$ cat config.mk
export PLATFORM = sky130hd
export DESIGN_NAME = mips_boot_loader
export DESIGN_NICKNAME = d
export VERILOG_FILES = /design/src/rtl/mips_boot_loader.sv
export SDC_FILE = /design/constraint.sdc
export NUM_CORES = 1
export LEC_CHECK = 0
export CAP_MARGIN = 0
export CORE_ASPECT_RATIO = 0.6
export CORE_MARGIN = 2
export CORE_UTILIZATION = 35
export CTS_CLUSTER_DIAMETER = 80
export DETAILED_ROUTE_END_ITERATION = 16
export HOLD_SLACK_MARGIN = 0.03
export PLACE_DENSITY_LB_ADDON = 0.12
export SETUP_SLACK_MARGIN = 0.15
export SLEW_MARGIN = 0
export SYNTH_ARGS = -nofsm -noshare
export SYNTH_HDL_FRONTEND = slang
export SYNTH_SLANG_ARGS = --single-unit
$ cat constraint.sdc
create_clock -name Clk -period 3.6 [get_ports Clk]
set_input_delay 0.72 -clock Clk [delete_from_list [all_inputs] [get_ports Clk]]
set_output_delay 0.72 -clock Clk [all_outputs]
set_load 0.05 [all_outputs]
$ cat src/rtl/mips_boot_loader.sv
// Byte-serial framed program loader for the MIPS instruction memory.
// Holds the core in reset until a complete image with a matching XOR checksum has been written.
module mips_boot_loader #(
    parameter int unsigned ADDR_W      = 6,
    parameter logic [7:0]  SYNC_BYTE   = 8'hA5,
    parameter int unsigned TIMEOUT_CYC = 1000
) (
    input  logic              Clk,
    input  logic              Reset,
    input  logic              rx_valid,
    input  logic [7:0]        rx_byte,
    output logic              rx_ready,
    output logic              ImWe,
    output logic [ADDR_W-1:0] ImWrAdr,
    output logic [31:0]       ImWrData,
    output logic              CpuReset,
    output logic              Done,
    output logic              Err
);

    localparam int unsigned MAX_WORDS = 1 << ADDR_W;
    localparam int unsigned TMO_W     = $clog2(TIMEOUT_CYC + 1);

    typedef enum logic [2:0] {
        S_SYNC, S_COUNT, S_DATA, S_CHECK, S_RUN, S_ERROR
    } state_t;

    state_t            r_state;
    state_t            w_state_nxt;
    logic [ADDR_W-1:0] r_idx;
    logic [ADDR_W-1:0] r_last;
    logic [1:0]        r_bcnt;
    logic [23:0]       r_data;
    logic [7:0]        r_chk;
    logic [TMO_W-1:0]  r_tmo;
    logic              r_we;
    logic [ADDR_W-1:0] r_adr;
    logic [31:0]       r_wdata;
    logic              r_cpu_reset;
    logic              r_done;
    logic              r_err;

    logic w_accept;
    logic w_in_frame;
    logic w_tmo_fire;
    logic w_n_legal;
    logic w_word_done;
    logic w_last_word;
    logic w_chk_ok;
    logic w_we_nxt;
    logic w_done_nxt;
    logic w_err_nxt;

    assign w_in_frame  = (r_state == S_COUNT) || (r_state == S_DATA) || (r_state == S_CHECK);
    assign w_accept    = rx_valid && rx_ready;
    // An accepted byte on the expiry edge wins over the timeout.
    assign w_tmo_fire  = w_in_frame && !w_accept && (r_tmo == TMO_W'(TIMEOUT_CYC - 1));
    assign w_n_legal   = (rx_byte != 8'd0) && (32'(rx_byte) <= MAX_WORDS);
    assign w_word_done = (r_bcnt == 2'd3);
    assign w_last_word = (r_idx == r_last);
    assign w_chk_ok    = (rx_byte == r_chk);

    // State register
    always_ff @(posedge Clk) begin
        if (Reset) r_state <= S_SYNC;
        else       r_state <= w_state_nxt;
    end

    // Next-state logic
    always_comb begin
        w_state_nxt = r_state;
        case (r_state)
            S_SYNC:  if (w_accept && (rx_byte == SYNC_BYTE)) w_state_nxt = S_COUNT;
            S_COUNT: begin
                if (w_accept)        w_state_nxt = w_n_legal ? S_DATA : S_ERROR;
                else if (w_tmo_fire) w_state_nxt = S_SYNC;
            end
            S_DATA: begin
                if (w_accept && w_word_done && w_last_word) w_state_nxt = S_CHECK;
                else if (w_tmo_fire)                        w_state_nxt = S_SYNC;
            end
            S_CHECK: begin
                if (w_accept)        w_state_nxt = w_chk_ok ? S_RUN : S_ERROR;
                else if (w_tmo_fire) w_state_nxt = S_SYNC;
            end
            default: w_state_nxt = r_state;
        endcase
    end

    // Output logic: live handshake plus next values of the registered outputs
    always_comb begin
        rx_ready   = 1'b0;
        w_we_nxt   = 1'b0;
        w_done_nxt = r_done;
        w_err_nxt  = r_err;
        if (!Reset) rx_ready = (r_state == S_SYNC) || w_in_frame;
        case (r_state)
            S_COUNT: if (w_accept && !w_n_legal) w_err_nxt = 1'b1;
            S_DATA:  if (w_accept && w_word_done) w_we_nxt = 1'b1;
            S_CHECK: begin
                if (w_accept && w_chk_ok)  w_done_nxt = 1'b1;
                if (w_accept && !w_chk_ok) w_err_nxt  = 1'b1;
            end
            default: ;
        endcase
    end

    // Datapath: word assembly, checksum, index and idle timer
    always_ff @(posedge Clk) begin
        if (Reset) begin
            r_idx       <= '0;
            r_last      <= '0;
            r_bcnt      <= '0;
            r_data      <= '0;
            r_chk       <= '0;
            r_tmo       <= '0;
            r_we        <= 1'b0;
            r_adr       <= '0;
            r_wdata     <= '0;
            r_cpu_reset <= 1'b1;
            r_done      <= 1'b0;
            r_err       <= 1'b0;
        end else begin
            r_we        <= w_we_nxt;
            r_done      <= w_done_nxt;
            r_err       <= w_err_nxt;
            r_cpu_reset <= !w_done_nxt;
            if (w_we_nxt) begin
                r_adr   <= r_idx;
                r_wdata <= {r_data, rx_byte};
            end
            if (!w_in_frame || w_accept || w_tmo_fire) r_tmo <= '0;
            else                                       r_tmo <= r_tmo + TMO_W'(1);
            if (w_tmo_fire) begin
                r_idx  <= '0;
                r_bcnt <= '0;
                r_chk  <= '0;
            end else if (w_accept) begin
                case (r_state)
                    S_COUNT: begin
                        r_chk  <= rx_byte;
                        r_last <= ADDR_W'(32'(rx_byte) - 32'd1);
                        r_idx  <= '0;
                        r_bcnt <= '0;
                    end
                    S_DATA: begin
                        r_data <= {r_data[15:0], rx_byte};
                        r_chk  <= r_chk ^ rx_byte;
                        r_bcnt <= r_bcnt + 2'd1;
                        if (w_word_done) r_idx <= r_idx + ADDR_W'(1);
                    end
                    default: ;
                endcase
            end
        end
    end

    assign ImWe     = r_we;
    assign ImWrAdr  = r_adr;
    assign ImWrData = r_wdata;
    assign CpuReset = r_cpu_reset;
    assign Done     = r_done;
    assign Err      = r_err;

endmodule
Word-level counts from Yosys, hierarchy flattened. Cells that the tools add are included.

Reductions and logical operators: 33. Magnitude comparators: 1. Bitwise logic cells: 2. Add/sub/neg operators: 4. Equal/unequal tests: 12. Multiply operators: 0. Muxes and demuxes: 20. Divide/modulo/power cells: 0. Shifts and indexed selects: 0.

Operator list (count): $mux 3 (6); $pmux 8 s2 (1); $pmux 3 s4 (1); $pmux 6 s2 (1); $reduce_and 3->1 (4); $add 10x1->10 const B (1); $eq 10x10->1 const B (1); $logic_and 1x1->1 (10); $eq 8x8->1 (1); $eq 8x8->1 const B (1); $le 8x7->1 const B (1); $mux 1 (8); $reduce_bool 8->1 (1); $xor 8x8->8 (1); $add 6x1->6 const B (1); $eq 3x2->1 const B (2); $eq 6x6->1 (1); $mux 6 (1); $sub 6x1->6 const B (1); $logic_not 1->1 (5); $logic_or 1x1->1 (5); $ne 2x1->1 const B (2); $ne 2x2->1 const B (2); $pmux 2 s2 (1); other kinds (10) (13).

Memory bits (writable): 0. Bits of input ports: 11. Output and inout bits: 43. Latch bits: 0. Flip-flop bits (word level): 101. Memories: 0. Word-level logic and storage cells: 85. Bits in read-only memories: 0.

Logic depth before layout (Yosys ltp). Gate-level depths: netlist of run 1.

Depth in word-level cells: 12. Depth in mapped cells: 8. Depth with buffers taken out: 7.

Least setup slack after synthesis of run 1. No wires, ideal clock.

Kind: input-to-reg. Start: in Reset. End: reg r_last[2]. Arrival time: 2.322 ns. Library setup time: 0.131 ns. Path buffers: 1. Slack: 1.146 ns. Cell stages on the path: 5. Data required time: 3.469 ns. Path through: nor2_1 > nand3_1 > nor2_1 > buf_2 > a311oi_1.

Cells in the longest elaborated chain, start to end: 7.

RTL lines: start: declaration (RTL line 9) `input logic Reset,`; $mux 1 (RTL line 96) `if (!Reset) rx_ready = (r_state == S_SYNC) || w_in_frame;`; $logic_and 1x1->1 (RTL line 55) `assign w_accept = rx_valid && rx_ready;`; $logic_not 1->1 (RTL line 57) `assign w_tmo_fire = w_in_frame && !w_accept && (r_tmo == TMO_W'(TIMEOUT_CYC - 1));`; $logic_and 1x1->1 (2 in a row) (RTL line 57); $not 1->1 (no source line); $reduce_and 3->1 (no source line); end signal: assignment (RTL line 142) `r_last <= ADDR_W'(32'(rx_byte) - 32'd1);`; end: declaration (RTL line 31) `logic [ADDR_W-1:0] r_last;`.

Parallel ways exist; a longest one is shown, timed or not. A chain may end at the register's enable or synchronous reset.

Worst setup path after layout of run 1.
Start: in rx_byte[0]. End: reg r_state[0].

Cells in the longest elaborated chain, start to end: 5. Elaborated cells on any way between the ends: 13. Classes of those cells: 1 x order compare; 3 x eq/ne; 5 x mux; 4 x reduce/logical.

RTL lines: start: declaration (RTL line 11) `input logic [7:0] rx_byte,`; $le 8x7->1 / $reduce_bool 8->1 (equally long branches) (RTL line 58) `assign w_n_legal = (rx_byte != 8'd0) && (32'(rx_byte) <= MAX_WORDS);`; $logic_and 1x1->1 (RTL line 58); $mux 3 (2 in a row) (RTL line 75) `if (w_accept) w_state_nxt = w_n_legal ? S_DATA : S_ERROR;`; $pmux 3 s4 (RTL line 72) `case (r_state)`; end signal: assignment (RTL line 66) `else r_state <= w_state_nxt;`; end: declaration (RTL line 28) `state_t r_state;`.

Parallel ways exist; a longest one is shown, timed or not.

==> tab_implementation.tex, run 1 <==
\begin{tabular}{lr}
\hline
Metric & Value \\
\hline
\multicolumn{2}{l}{\textbf{Global routing}} \\
\quad GRT Overall Usage & 16.26\% \\
\quad Antenna violations before repair & 0 \\
\quad Number of global-route vias before repair & 3168 \\
\quad Wire length of the first global-routing pass & 16440 um \\
\quad Met3 Usage GRT & 5.000\% \\
\quad Total congestion overflow after global routing & 0 \\
\quad Pin count of the biggest net entering global routing & 59 \\
\quad GRT met2 Usage & 22.19\% \\
\quad Most used routing layer in global routing & met1 \\
\quad Routing usage on met1 & 24.46\% \\
\multicolumn{2}{l}{\textbf{STA}} \\
\quad Highest clock frequency the design can meet & 0.3749 GHz \\
\quad Number of setup violations in the final report & 0 \\
\quad Worst rel slew slack & 42.55\% \\
\quad Aggregate negative setup slack & 0 ns \\
\quad RSZ-0062 raised after global routing & no \\
\quad Fin crit period & 2.668 ns \\
\quad Final Max Tran Viols & 0 \\
\quad Hold Fails Final Rpt & 0 \\
\quad Clock Skews & 0.006181 ns \\
\quad Transition time of the tightest slew-check pin & 0.8596 ns \\
\quad Final worst-path cycle share & 74.10\% \\
\quad Minimum hold slack & 0.4536 ns \\
\multicolumn{2}{l}{\textbf{Clocking}} \\
\quad Bufs on Longest Clock Path & 2 \\
\quad Number of gates resized after cts & 0 \\
\quad \# Post-CTS Setup Buffers & 0 \\
\quad Root buf cell & clkbuf\_16 \\
\quad Post-CTS Hold Fix Bufs & 0 \\
\quad CTS clk-pin slew, worst paths & 0.07 ns \\
\quad Clock tree from TritonCTS & built \\
\quad Worst-skew pair later-pin latency & 0.34 ns \\
\quad Count of H-tree levels built during CTS & 3 \\
\quad Clock sink count & 101 \\
\quad Inserted Clock Buffers & 9 \\
\multicolumn{2}{l}{\textbf{Floorplanning}} \\
\quad Placeable core area & 0.01149 sq mm \\
\quad Number of placed I/O pins & 54 \\
\quad Count of standard-cell rows & 30 \\
\quad Chip Height & 88.78 um \\
\quad Starting Density & 36.50\% \\
\quad Die Area & 0.01290 sq mm \\
\quad Die width & 145.3 um \\
\multicolumn{2}{l}{\textbf{Run}} \\
\quad Maximum capacitance violations & 0 \\
\multicolumn{2}{l}{\textbf{Detailed routing}} \\
\quad Overall via count from detail\_route & 3567 \\
\quad \# DRC & 0 \\
\quad Count of antenna-violating nets left after detailed routing & 0 \\
\quad Initial DRC Count & 142 \\
\quad Final wirelength & 10340 um \\
\quad Routed via count divided by cell count & 4.880 \\
\quad Wirelength per Cell & 14.15 um \\
\quad Pre-Repair DR Iteration Count & 4 \\
\multicolumn{2}{l}{\textbf{Synthesis}} \\
\quad Post-synth top cells & nand2\_1, dfxtp\_1, a21oi\_1 \\
\quad Yosys warnings & 0 \\
\quad Count of unique library cells instantiated by Yosys & 45 \\
\quad Combined area of all synthesized cells & 0.004193 sq mm \\
\quad Number of synthesized flops with an enable pin & 0 \\
\quad Most area-hungry cell type in the Yosys netlist & dfxtp\_1 \\
\quad Primary FF master, synth & dfxtp\_1 \\
\quad Number of synthesized register bits & 101 \\
\quad Area share of the largest cell type after synthesis & 48.22\% \\
\quad Top area cells in the synthesized netlist & dfxtp\_1, nand2\_1, a21oi\_1, nand3\_1, xnor2\_1 \\
\quad Sequential-to-total area share from yosys stat & 48.22\% \\
\quad Post-Synthesis Net Count & 545 \\
\quad Average footprint of a synthesized cell & 7.926 sq um \\
\quad Dominant cell by count in the synthesized netlist & nand2\_1 \\
\quad Async SR Flop Fraction & 0\% \\
\quad Post-synthesis instance total & 529 \\
\multicolumn{2}{l}{\textbf{Min path}} \\
\quad Class of the most critical hold timing path & register to register \\
\quad Hold path startpoint & ImWrData[19]\$\_SDFFE\_PP0P\_ \\
\quad Cell depth of the worst min-delay path & 2 \\
\quad Worst-case hold path end point & ImWrData[19]\$\_SDFFE\_PP0P\_ \\
\multicolumn{2}{l}{\textbf{Setup path}} \\
\quad Worst Path Required & 3.83 ns \\
\quad Critical path startpoint category & input port \\
\quad CP max FO & 8 \\
\quad Data arrival time of the worst path & 2.90 ns \\
\quad Worst setup slack for register-to-register paths & 1.46 ns \\
\quad Category of the worst setup path capture point & register \\
\quad Classification of the worst setup path & input port to register \\
\quad Worst flop-to-flop path endpoint & r\_state[0]\$\_SDFFE\_PP0P\_ \\
\quad Cell depth of the worst flop-to-flop path & 6 \\
\quad Launch instance of the worst register-to-register path & r\_tmo[0]\$\_SDFF\_PP0\_ \\
\multicolumn{2}{l}{\textbf{Power and ir drop}} \\
\quad Int Power & 1.719 mW \\
\quad Net switching fraction of the power & 21.52\% \\
\quad Share of power burned in combinational logic & 3.2\% \\
\quad Reported leakage power & 1.802 nW \\
\quad Ratio of total power to cell area & 425.3 mW/mm\^{}2 \\
\quad Sequential power share & 51.0\% \\
\quad Largest voltage drop on the vdd net & 0.2581 mV \\
\quad Switching power total & 0.4714 mW \\
\quad Total power & 2.191 mW \\
\quad Part of the power in the clock network & 45.9\% \\
\multicolumn{2}{l}{\textbf{Placed design}} \\
\quad Half-perimeter wire length after placement & 7100 um \\
\quad RePlAce Congestion & 0.8298 \\
\quad Area after detailed placement & 0.004841 sq mm \\
\quad Number of port buffers & 53 \\
\multicolumn{2}{l}{\textbf{Layout}} \\
\quad Share of post-route cells with drive strength above 1 & 6.305\% \\
\quad Final standard cell utilization of the core & 44.85\% \\
\quad Nets & 582 \\
\quad Area overhead of the layout relative to synthesis & 22.86\% \\
\quad Fin area & 0.005151 sq mm \\
\quad Count of inserted antenna diode cells & 0 \\
\multicolumn{2}{l}{\textbf{Run status}} \\
\quad Result of the run & completed \\
\hline
\end{tabular}
[cell usage in the layout (no fill, tap or decap), types with 2 or more instances in the layout]
master / Yosys / layout
xor2_1: 12 / 12
nand2b_1: 3 / 3
a311oi_1: 3 / 3
nand4_1: 5 / 5
clkbuf_8: 0 / 2
clkdlybuf4s50_1: 0 / 52
o21ai_0: 17 / 17
nand3_1: 30 / 30
clkinv_2: 0 / 2
and2_1: 2 / 2
nor3_1: 8 / 8
ha_1: 5 / 5
or2_2: 2 / 2
nor2_1: 35 / 35
and3_1: 3 / 3
nor3b_4: 2 / 2
nand2_1: 150 / 150
inv_1: 8 / 8
dfxtp_1: 101 / 101
buf_4: 1 / 9
xnor2_1: 17 / 17
clkbuf_16: 0 / 9
nor4_1: 3 / 3
a21oi_1: 61 / 61
a211oi_1: 5 / 5
[worst max-delay path: stages]
cell and delay, ns:
clkdlybuf4s50_1 0.57, inv_1 0.14, ha_1 0.19, or4b_4 0.49, o21ai_2 0.12, nor3b_4 0.26, a21oi_1 0.10, o31a_1 0.30
[power by group through the flow]
stage	sequential (mW)	clock [mW]	combinational, mW
3_3_place_gp	1.14	0	0.0689
3_5_place_dp	1.14	0	0.0691
6_report	1.12	1.00	0.0694
4_1_cts	1.12	1.02	0.0693
5_1_grt	1.12	1.07	0.0752
2_1_floorplan	1.14	0	0.0443
[state kept, by name, indices dropped and copies added (netlist names)]
name and cells:
ImWrData 32, r_state 3, Err 1, r_bcnt 2, r_idx 6, ImWe 1
r_chk 8, ImWrAdr 6, r_last 6, CpuReset 1, Done 1, r_tmo 10
r_data 24
[kinds of logic after synthesis]
logic type,synth area share (%)
flip-flops,48.22
AO/OA/AOI/OAI,12.50
AND/OR/NAND/NOR,27.07
adder cells (fa/ha/maj),1.492
buffers and inverters,4.655
XOR/XNOR,6.058
[final cells by class]
class,instances,area (sq um)
well taps,160,200.2
repair buffers,63,613.1
clock buffers,11,252.7
multi-input cells,383,1976
fillers,1167,6335
inverters,8,30.03
clock inverters,5,57.56
flip-flops and latches,101,2022
[routing by layer]
layer  share of wire (%)  wire length (um)  vias to the layer above
met3                 6.2               639                       15
met2                  38              3895                       86
li1                    -                 -                     1832
met4                 1.2               123                        0
met1                  55              5683                     1634
met5                   0                 0                        -
[worst max-delay path by stage]
stage	start	end	cells past startpoint
after detailed placement	rx_byte[0]	r_state[0]$_SDFFE_PP0P_	8
final	rx_byte[0]	r_state[0]$_SDFFE_PP0P_	8
after floorplan	Reset	r_last[2]$_SDFFE_PP0P_	5
after global routing	rx_byte[0]	r_state[0]$_SDFFE_PP0P_	8
after global placement	rx_byte[0]	r_state[0]$_SDFFE_PP0P_	8
after CTS	rx_byte[0]	r_state[0]$_SDFFE_PP0P_	8
[per-stage QoR]
stage	setup slack, ns	instances
2_1_floorplan	1.146	529
3_3_place_gp	0.6444	715
3_5_place_dp	0.5861	715
4_1_cts	0.9449	731
5_1_grt	0.8090	731
6_report	0.9323	731
(Power assumes the default switching activity.)
==> run 2: changes to the inputs <==
Clock period 3.6 ns to 2.55 ns, I/O delays scaled along.
==> run 2 against run 1 <==
  * Via count is 0.28% higher
  * Utilization is 0.68 points higher
  * Clock skew is 0.0028 ns higher
  * Clock power is 38% higher
  * Largest cell class unchanged
  * Highest routed layer unchanged
==> tab_implementation.tex, run 2 (same netlist as run 1, synthesis figures left out) <==
\begin{tabular}{lr}
\hline
Metric & Value \\
\hline
\multicolumn{2}{l}{\textbf{Setup path}} \\
\quad CP max stage cell & or4b\_4 \\
\quad Family with the most delay on the worst path & simple AND/OR/NAND/NOR gates \\
\quad Classification of the worst setup path & input port to register \\
\quad Critical path startpoint category & input port \\
\quad Source of the critical timing path & rx\_byte[0] \\
\quad CP max FO & 4 \\
\quad Worst Path Required & 2.78 ns \\
\quad Critical-path cell list & clkdlybuf4s50\_1 -> inv\_1 -> ha\_1 -> or4b\_4 -> o21ai\_2 -> nor3b\_4 -> a21oi\_1 -> o31a\_1 \\
\quad Buf+Inv Stages, Crit Path & 2 \\
\quad Cell depth of the worst flop-to-flop path & 6 \\
\quad Crit path capture & r\_state[0]\$\_SDFFE\_PP0P\_ \\
\quad Category of the worst setup path capture point & register \\
\quad Cell depth of the worst setup path & 8 \\
\quad Data arrival time of the worst path & 2.49 ns \\
\quad Worst setup slack for register-to-register paths & 0.40 ns \\
\quad Launch instance of the worst register-to-register path & r\_tmo[0]\$\_SDFF\_PP0\_ \\
\quad Largest stage delay on the critical path & 0.50 ns \\
\quad Worst flop-to-flop path endpoint & r\_state[0]\$\_SDFFE\_PP0P\_ \\
\multicolumn{2}{l}{\textbf{STA}} \\
\quad Minimum hold slack & 0.4519 ns \\
\quad Fin crit period & 2.262 ns \\
\quad Final Max Tran Viols & 0 \\
\quad Clock Skews & 0.009027 ns \\
\quad Number of setup violations in the final report & 0 \\
\quad Transition time of the tightest slew-check pin & 0.6591 ns \\
\quad Highest clock frequency the design can meet & 0.4421 GHz \\
\quad Aggregate negative setup slack & 0 ns \\
\quad RSZ-0062 raised after global routing & no \\
\quad Hold Fails Final Rpt & 0 \\
\quad Worst rel slew slack & 56.01\% \\
\quad Final worst-path cycle share & 88.70\% \\
\multicolumn{2}{l}{\textbf{Clocking}} \\
\quad Clock sink count & 101 \\
\quad Bufs on Longest Clock Path & 2 \\
\quad Number of gates resized after cts & 0 \\
\quad Root buf cell & clkbuf\_16 \\
\quad \# Post-CTS Setup Buffers & 0 \\
\quad Inserted Clock Buffers & 9 \\
\quad CTS clk-pin slew, worst paths & 0.07 ns \\
\quad Worst-skew pair later-pin latency & 0.34 ns \\
\quad Count of H-tree levels built during CTS & 3 \\
\quad Clock tree from TritonCTS & built \\
\quad Post-CTS Hold Fix Bufs & 0 \\
\multicolumn{2}{l}{\textbf{Floorplanning}} \\
\quad Number of placed I/O pins & 54 \\
\quad Count of standard-cell rows & 30 \\
\quad Starting Density & 36.50\% \\
\quad Chip Height & 88.78 um \\
\quad Die Area & 0.01290 sq mm \\
\quad Placeable core area & 0.01149 sq mm \\
\quad Die width & 145.3 um \\
\multicolumn{2}{l}{\textbf{Power and ir drop}} \\
\quad Reported leakage power & 1.854 nW \\
\quad Largest voltage drop on the vdd net & 0.3386 mV \\
\quad Ratio of total power to cell area & 587.0 mW/mm\^{}2 \\
\multicolumn{2}{l}{\textbf{Global routing}} \\
\quad GRT Overall Usage & 17.23\% \\
\quad Wire length of the first global-routing pass & 17620 um \\
\quad Pin count of the biggest net entering global routing & 52 \\
\quad Antenna violations before repair & 0 \\
\quad Total congestion overflow after global routing & 0 \\
\quad Number of global-route vias before repair & 3465 \\
\multicolumn{2}{l}{\textbf{Placed design}} \\
\quad Instance count after placement with tap cells included & 727 \\
\quad RePlAce Congestion & 0.8353 \\
\quad Number of port buffers & 53 \\
\quad Half-perimeter wire length after placement & 7529 um \\
\quad Area after detailed placement & 0.004928 sq mm \\
\multicolumn{2}{l}{\textbf{Min path}} \\
\quad Class of the most critical hold timing path & register to register \\
\multicolumn{2}{l}{\textbf{Detailed routing}} \\
\quad Initial DRC Count & 200 \\
\quad \# DRC & 0 \\
\quad Count of antenna-violating nets left after detailed routing & 0 \\
\quad Wirelength per Cell & 14.26 um \\
\quad Pre-Repair DR Iteration Count & 4 \\
\quad Overall via count from detail\_route & 3577 \\
\quad Routed via count divided by cell count & 4.814 \\
\quad Final wirelength & 10590 um \\
\multicolumn{2}{l}{\textbf{Layout}} \\
\quad Most frequent cells in the layout & nand2\_1, dfxtp\_1, a21oi\_1 \\
\quad Number of flip-flops under the largest register name & 32 \\
\quad Area overhead of the layout relative to synthesis & 24.71\% \\
\quad Most common library cell in the layout ignoring fill and taps & nand2\_1 \\
\quad Number of standard cells in the final layout excluding fillers & 743 \\
\quad Count of inserted antenna diode cells & 0 \\
\quad Share of post-route cells with drive strength above 1 & 8.233\% \\
\quad Final standard cell utilization of the core & 45.52\% \\
\quad Fin area & 0.005229 sq mm \\
\quad Nets & 594 \\
\quad Fillcell total & 1150 \\
\multicolumn{2}{l}{\textbf{Run status}} \\
\quad Result of the run & completed \\
\multicolumn{2}{l}{\textbf{Run}} \\
\quad Maximum capacitance violations & 0 \\
\hline
\end{tabular}
[run 2: cell count changes in the layout (fill, tap and decap cells not counted), sizes merged]
cell,delta
clkdlybuf4s50,-1
buf,+13
[run 2: area by class of cell]
class / count / area, sq um / area share [%]
repair buffers: 75 / 700.7 / 13.40
multi-input cells: 383 / 1976 / 37.78
clock buffers: 11 / 242.7 / 4.642
well taps: 160 / 200.2 / 3.829
clock inverters: 5 / 57.56 / 1.101
flip-flops and latches: 101 / 2022 / 38.67
inverters: 8 / 30.03 / 0.5743
[run 2: worst min path at each step]
stage	cells after the start	start	endpoint
floorplan	1	r_tmo[0]$_SDFF_PP0_	r_tmo[0]$_SDFF_PP0_
global placement	2	ImWrData[8]$_SDFFE_PP0P_	ImWrData[8]$_SDFFE_PP0P_
detailed placement	2	r_data[16]$_SDFFE_PP0P_	ImWrData[24]$_SDFFE_PP0P_
CTS	2	r_data[16]$_SDFFE_PP0P_	ImWrData[24]$_SDFFE_PP0P_
global route	2	ImWrData[15]$_SDFFE_PP0P_	ImWrData[15]$_SDFFE_PP0P_
finish	2	ImWrData[26]$_SDFFE_PP0P_	ImWrData[26]$_SDFFE_PP0P_
[run 2: report_power, final]
group	internal, mW	switching, mW
combinational	0.0429	0.0658
clock	0.790	0.594
sequential	1.58	0.000214
total	2.41	0.660
[run 2: tightest hold or removal path, cell delays in order, from the launching register on]
cell and delay, ns:
dfxtp_1 0.31, nand2_1 0.05, a21oi_1 0.05
[run 2: metrics by stage]
| step | setup WS (ns) | total power, mW |
|---|---|---|
| final | 0.2881 | 3.069 |
| after floorplan | 0.2865 | 1.675 |
| after global placement | -0.02892 | 1.722 |
| after detailed placement | -0.06210 | 1.722 |
| after CTS | 0.2848 | 3.113 |
| after global routing | 0.1543 | 3.179 |
[run 2: metal layers]
metal / track usage [%] / routed length, um / up-vias
li1: - / - / 1860
met1: 24.96 / 5799 / 1639
met2: 25.72 / 4193 / 73
met3: 4.072 / 541 / 5
met4: 4.813 / 59 / 0
met5: 0 / 0 / -
==> patch 1, RTL diff (settings of run 2) <==
Encoding of `state_t`: now one-hot (6 bits for 6 states).
--- a/src/rtl/mips_boot_loader.sv
+++ b/src/rtl/mips_boot_loader.sv
@@ -22,6 +22,6 @@
     localparam int unsigned TMO_W     = $clog2(TIMEOUT_CYC + 1);
 
-    typedef enum logic [2:0] {
-        S_SYNC, S_COUNT, S_DATA, S_CHECK, S_RUN, S_ERROR
+    typedef enum logic [5:0] {
+        S_SYNC = 6'b000001, S_COUNT = 6'b000010, S_DATA = 6'b000100, S_CHECK = 6'b001000, S_RUN = 6'b010000, S_ERROR = 6'b100000
     } state_t;
 
Function: no difference found for any inputs over 10 cycles, from zero or initial values and one cycle with Reset high; not proved beyond that.
==> patch 1 against run 2 <==
First-iteration DRC count rose by 42%. Combinational power rose by 13%. Routed wire length rose by 12%. Setup slack got worse by 34 ps. Power rose by 5.3%. Critical endpoint is now rx_ready. Register-to-register slack improved by 50 ps. Final area rose by 7.3%. Critical path type is now register to output pin. Hold slack improved by 3.0 ps. Non-clock buffer count rose by 7. Area after synthesis rose by 6.9%. Sequential cell count rose by 3.
==> patch 1: results (changes against run 2) <==
[outcome]
outcome = completed  ; unchanged

[pwr]
power.leakage_nw = 2.01  ; was 1.85 nW
switching_share = 0.238  ; was 0.215
clock_power_mw = 1.49  ; was 1.38 mW
ir_drop_mv = 0.396  ; was 0.339 mV
power_mw = 3.23  ; was 3.07 mW
combPwrFrac = 0.038  ; was 0.035

[final_layout]
num_antenna_cells = 0  ; unchanged
fillers = 1231  ; was 1150
largest_reg_flops = 32  ; unchanged
nNetsFinal = 620  ; was 594
post_route_cells_drive_above_1_share = 0.109  ; was 0.0823

[route]
via_per_inst = 5.08  ; was 4.81
drtIter0Drc = 283  ; was 200
firstDrtPassIters = 4  ; unchanged
num_vias = 3929  ; was 3577
wl_per_cell_um = 15.4  ; was 14.3 µm

[critical_path]
critPathMaxFanout = 7  ; was 4
critPathMaxStageDelay_ps = 480  ; was 500 ps
crit_slowest_cell = dfxtp_1  ; was or4b_4
worst_ep_arrival_time_ps = 1790  ; was 2490 ps
crit_family = simple AND/OR/NAND/NOR gates  ; unchanged

[place]
dp_hpwl_mm = 8.37  ; was 7.53 mm
dp_cells = 755  ; was 727
dpl_worst_slack_ps = 121  ; was -62.1 ps
port_buffers = 53  ; unchanged
gp_congestion = 0.818  ; was 0.835
dpl_cell_area_mm2 = 0.00527  ; was 0.00493 mm²

[synthesis]
ys_top_cells_by_count = nand2_1, dfxtp_1, a21oi_1  ; unchanged
ys_seq_area_frac = 0.464  ; was 0.482
yosysWarningCount = 0  ; unchanged
syn_nets = 563  ; was 545
async_flop_share = 0  ; unchanged
synthTopCellsByArea = dfxtp_1, nand2_1, a21oi_1  ; unchanged
synth-edff-count = 0  ; unchanged
ys.flop_type = dfxtp_1  ; unchanged
synth.avg_cell_area_um2 = 8.21  ; was 7.93 µm²
synth.distinct_cells = 51  ; was 45

[global_route]
grt_pass1_wl_mm = 19.6  ; was 17.6 mm
grt_start_max_net_pins = 55  ; was 52
first_global_vias = 3704  ; was 3465
grtUsageTotal = 0.182  ; was 0.172
antenna_found_initial = 0  ; unchanged

[clock_tree]
cts.reportedPaths.clkPinSlew_ps = 80
numCtsBuffers = 9  ; unchanged
root_buffer = clkbuf_16  ; unchanged
clk_path_buf_depth = 2  ; unchanged
cts_resized = 0  ; unchanged
cts-htree-levels = 3  ; unchanged
insertion_delay_ps = 350

[sta]
final.setup_skew_ps = 14.2  ; was 9.03 ps
worst_pin_slew_ps = 587  ; was 659 ps
setup_viol = 0  ; unchanged

[worst_hold_path]
hold_class = register to register  ; unchanged

==> patch 1: kinds of logic after synthesis <==
| kind of cell | Yosys count | synth area share |
|---|---|---|
| xor+xnor | 31 | 0.0606 |
| compound gates | 115 | 0.159 |
| mux | 2 | 0.00447 |
| buf+inv | 47 | 0.0452 |
| simple gates | 241 | 0.250 |
| fa+ha+maj | 6 | 0.0167 |
| flops | 104 | 0.464 |
==> patch 1: final timing paths <==
| path | start | end | slack (ps) | cells after the start |
|---|---|---|---|---|
| max | r_state[3]$_SDFFE_PP0P_ | rx_ready | 250 | 4 |
| min | r_data[19]$_SDFFE_PP0P_ | ImWrData[27]$_SDFFE_PP0P_ | 450 | 2 |
| max reg2reg | r_state[0]$_SDFFE_PP1P_ | r_tmo[6]$_SDFF_PP0_ | 450 | 6 |
| min reg2reg | r_data[19]$_SDFFE_PP0P_ | ImWrData[27]$_SDFFE_PP0P_ | 450 | 2 |
==> patch 1: what timing repair did <==
item / 4_1_cts / 5_1_grt
hold endpoints to repair: 0 / 0
setup endpoints to repair: 0 / 1
setup buffers: 0 / 2
==> patch 1: final cells by class <==
class | count | area (µm²) | share of cell area
clock inverter | 7 | 100 | 0.0178
tap | 165 | 206 | 0.0368
multi-input combinational | 395 | 2200 | 0.393
clock buffer | 9 | 225 | 0.0401
timing repair buffer | 82 | 753 | 0.134
sequential | 104 | 2080 | 0.371
inverter | 11 | 41.3 | 0.00736
==> patch 1: layer usage <==
layer	global-route usage	vias up	share of wire
met5	0	-	0
met2	0.249	85	0.39
met1	0.280	1883	0.55
li1	-	1951	-
met4	0.0511	0	0.010
met3	0.0433	10	0.050
==> patch 1: worst min-delay path, stage by stage, from the launching register on <==
cell     delay (ps)
dfxtp_1         320
nand2_1          50
a21oi_1          50
==> patch 2, RTL diff (config.mk and constraints of run 2) <==
Made on the original files. `ADDR_W`: 6 -> 5.
--- a/src/rtl/mips_boot_loader.sv
+++ b/src/rtl/mips_boot_loader.sv
@@ -2,5 +2,5 @@
 // Holds the core in reset until a complete image with a matching XOR checksum has been written.
 module mips_boot_loader #(
-    parameter int unsigned ADDR_W      = 6,
+    parameter int unsigned ADDR_W      = 5,
     parameter logic [7:0]  SYNC_BYTE   = 8'hA5,
     parameter int unsigned TIMEOUT_CYC = 1000
Interface: changed (resized ImWrAdr); port bits go from 54 to 53. No check against the original RTL was run, so the function may have changed too.
==> patch 2 against run 2 <==
Routed wire length fell by 2.5%. Setup slack improved by 190 ps. Power increased by 0.66%. Register-to-register slack better by 130 ps. Area after synthesis decreased by 3.1%. Final area is 3.2% lower. Highest routed layer unchanged. Sequential cell count fell by 3. Core utilization decreased by 0.72 points.
==> patch 2: results (changes against run 2) <==
[outcome]
outcome = completed  ; unchanged

[global_route]
grtUsageTotal = 0.179  ; was 0.172
met1_usage = 0.276  ; was 0.250
met3_usage = 0.0495  ; was 0.0407
first_global_vias = 3362  ; was 3465
grtUsageMet2 = 0.238  ; was 0.257

[sta]
relSlewSlack = 0.641  ; was 0.560
final.setup_skew_ps = 5.80  ; was 9.03 ps

[synthesis]
synth_compound_area_frac = 0.145  ; was 0.125
synth.distinct_cells = 47  ; was 45
ys_seq_area_frac = 0.483  ; was 0.482
synth_seq_cells = 98  ; was 101
synthTopCellsByArea = dfxtp_1, nand2_1, a21oi_1  ; unchanged
synthAdderAreaFrac = 0.0154  ; was 0.0149
synth.avg_cell_area_um2 = 7.98  ; was 7.93 µm²
synth.area.mux_share = 0.00277  ; was 0
synthXorXnorAreaFrac = 0.0582  ; was 0.0606
ys_top_cells_by_count = nand2_1, dfxtp_1, a21oi_1  ; unchanged
netlist_area_mm2 = 0.00406  ; was 0.00419 mm²

[final_layout]
fillers = 1137  ; was 1150
multi_input_area_share = 0.374  ; was 0.378
nNetsFinal = 570  ; was 594
inv_count = 5  ; was 8
num-nonclk-buffers = 69  ; was 75
nMultiInputCombCells = 371  ; was 383
area_share_nonclk_buffers = 0.131  ; was 0.134

[pwr]
p_clk_frac = 0.472  ; was 0.451
pg_seq_mw = 1.53  ; was 1.58 mW
ir_drop_mv = 0.364  ; was 0.339 mV
power.switching_mw = 0.638  ; was 0.660 mW

[critical_path]
endpoint = r_state[2]$_SDFFE_PP0P_  ; was r_state[0]$_SDFFE_PP0P_
r2r_slack_ps = 530  ; was 400 ps
worst_ep_arrival_time_ps = 2280  ; was 2490 ps
critPathMaxStageDelay_ps = 440  ; was 500 ps

[route]
wl_met2_mm = 3.84  ; was 4.19 mm
num_vias = 3454  ; was 3577
route.met3.wl_um = 610  ; was 541 µm
wl_per_cell_um = 14.4  ; was 14.3 µm
drtIter0Drc = 218  ; was 200

[place]
dp_hpwl_mm = 7.23  ; was 7.53 mm
dpl_cell_area_mm2 = 0.00474  ; was 0.00493 mm²
gp_congestion = 0.823  ; was 0.835
dp_cells = 703  ; was 727

[worst_hold_path]
hp-start = r_data[16]$_SDFFE_PP0P_  ; was ImWrData[26]$_SDFFE_PP0P_
hold_path_end = ImWrData[24]$_SDFFE_PP0P_  ; was ImWrData[26]$_SDFFE_PP0P_

[patch 2: cell count changes in the layout (fill, tap and decap cells not counted), moves of 3 or more]
cell	before	now
nand3_1	30	8
a21oi_1	61	75
xnor2_1	17	10
buf_4	22	16
nor2_1	35	40
xor2_1	12	17
inv_1	8	4
nand2_1	150	146
nor3_1	8	4
a311oi_1	3	0
dfxtp_1	101	98
[patch 2: metrics by stage]
step | power, mW | hold WS [ps] | util | setup slack, ps
final | 3.09 | 453 | 0.448 | 478
after global routing | 3.20 | 479 | 0.448 | 324
after CTS | 3.13 | 458 | 0.448 | 469
after detailed placement | 1.67 | 449 | 0.420 | 110
after global placement | 1.67 | 444 | 0.420 | 165
after floorplan | 1.62 | 430 | - | 487
[patch 2: worst max-delay path, delay by kind of cell]
| family | cells | cell delay [ps] |
|---|---|---|
| xor gates and xnor gates | 1 | 100 |
| and+or+nand+nor | 2 | 690 |
| AOI/OAI and AO/OA | 2 | 260 |
| buffers and inverters | 2 | 530 |
| adders and majority gates | 1 | 190 |
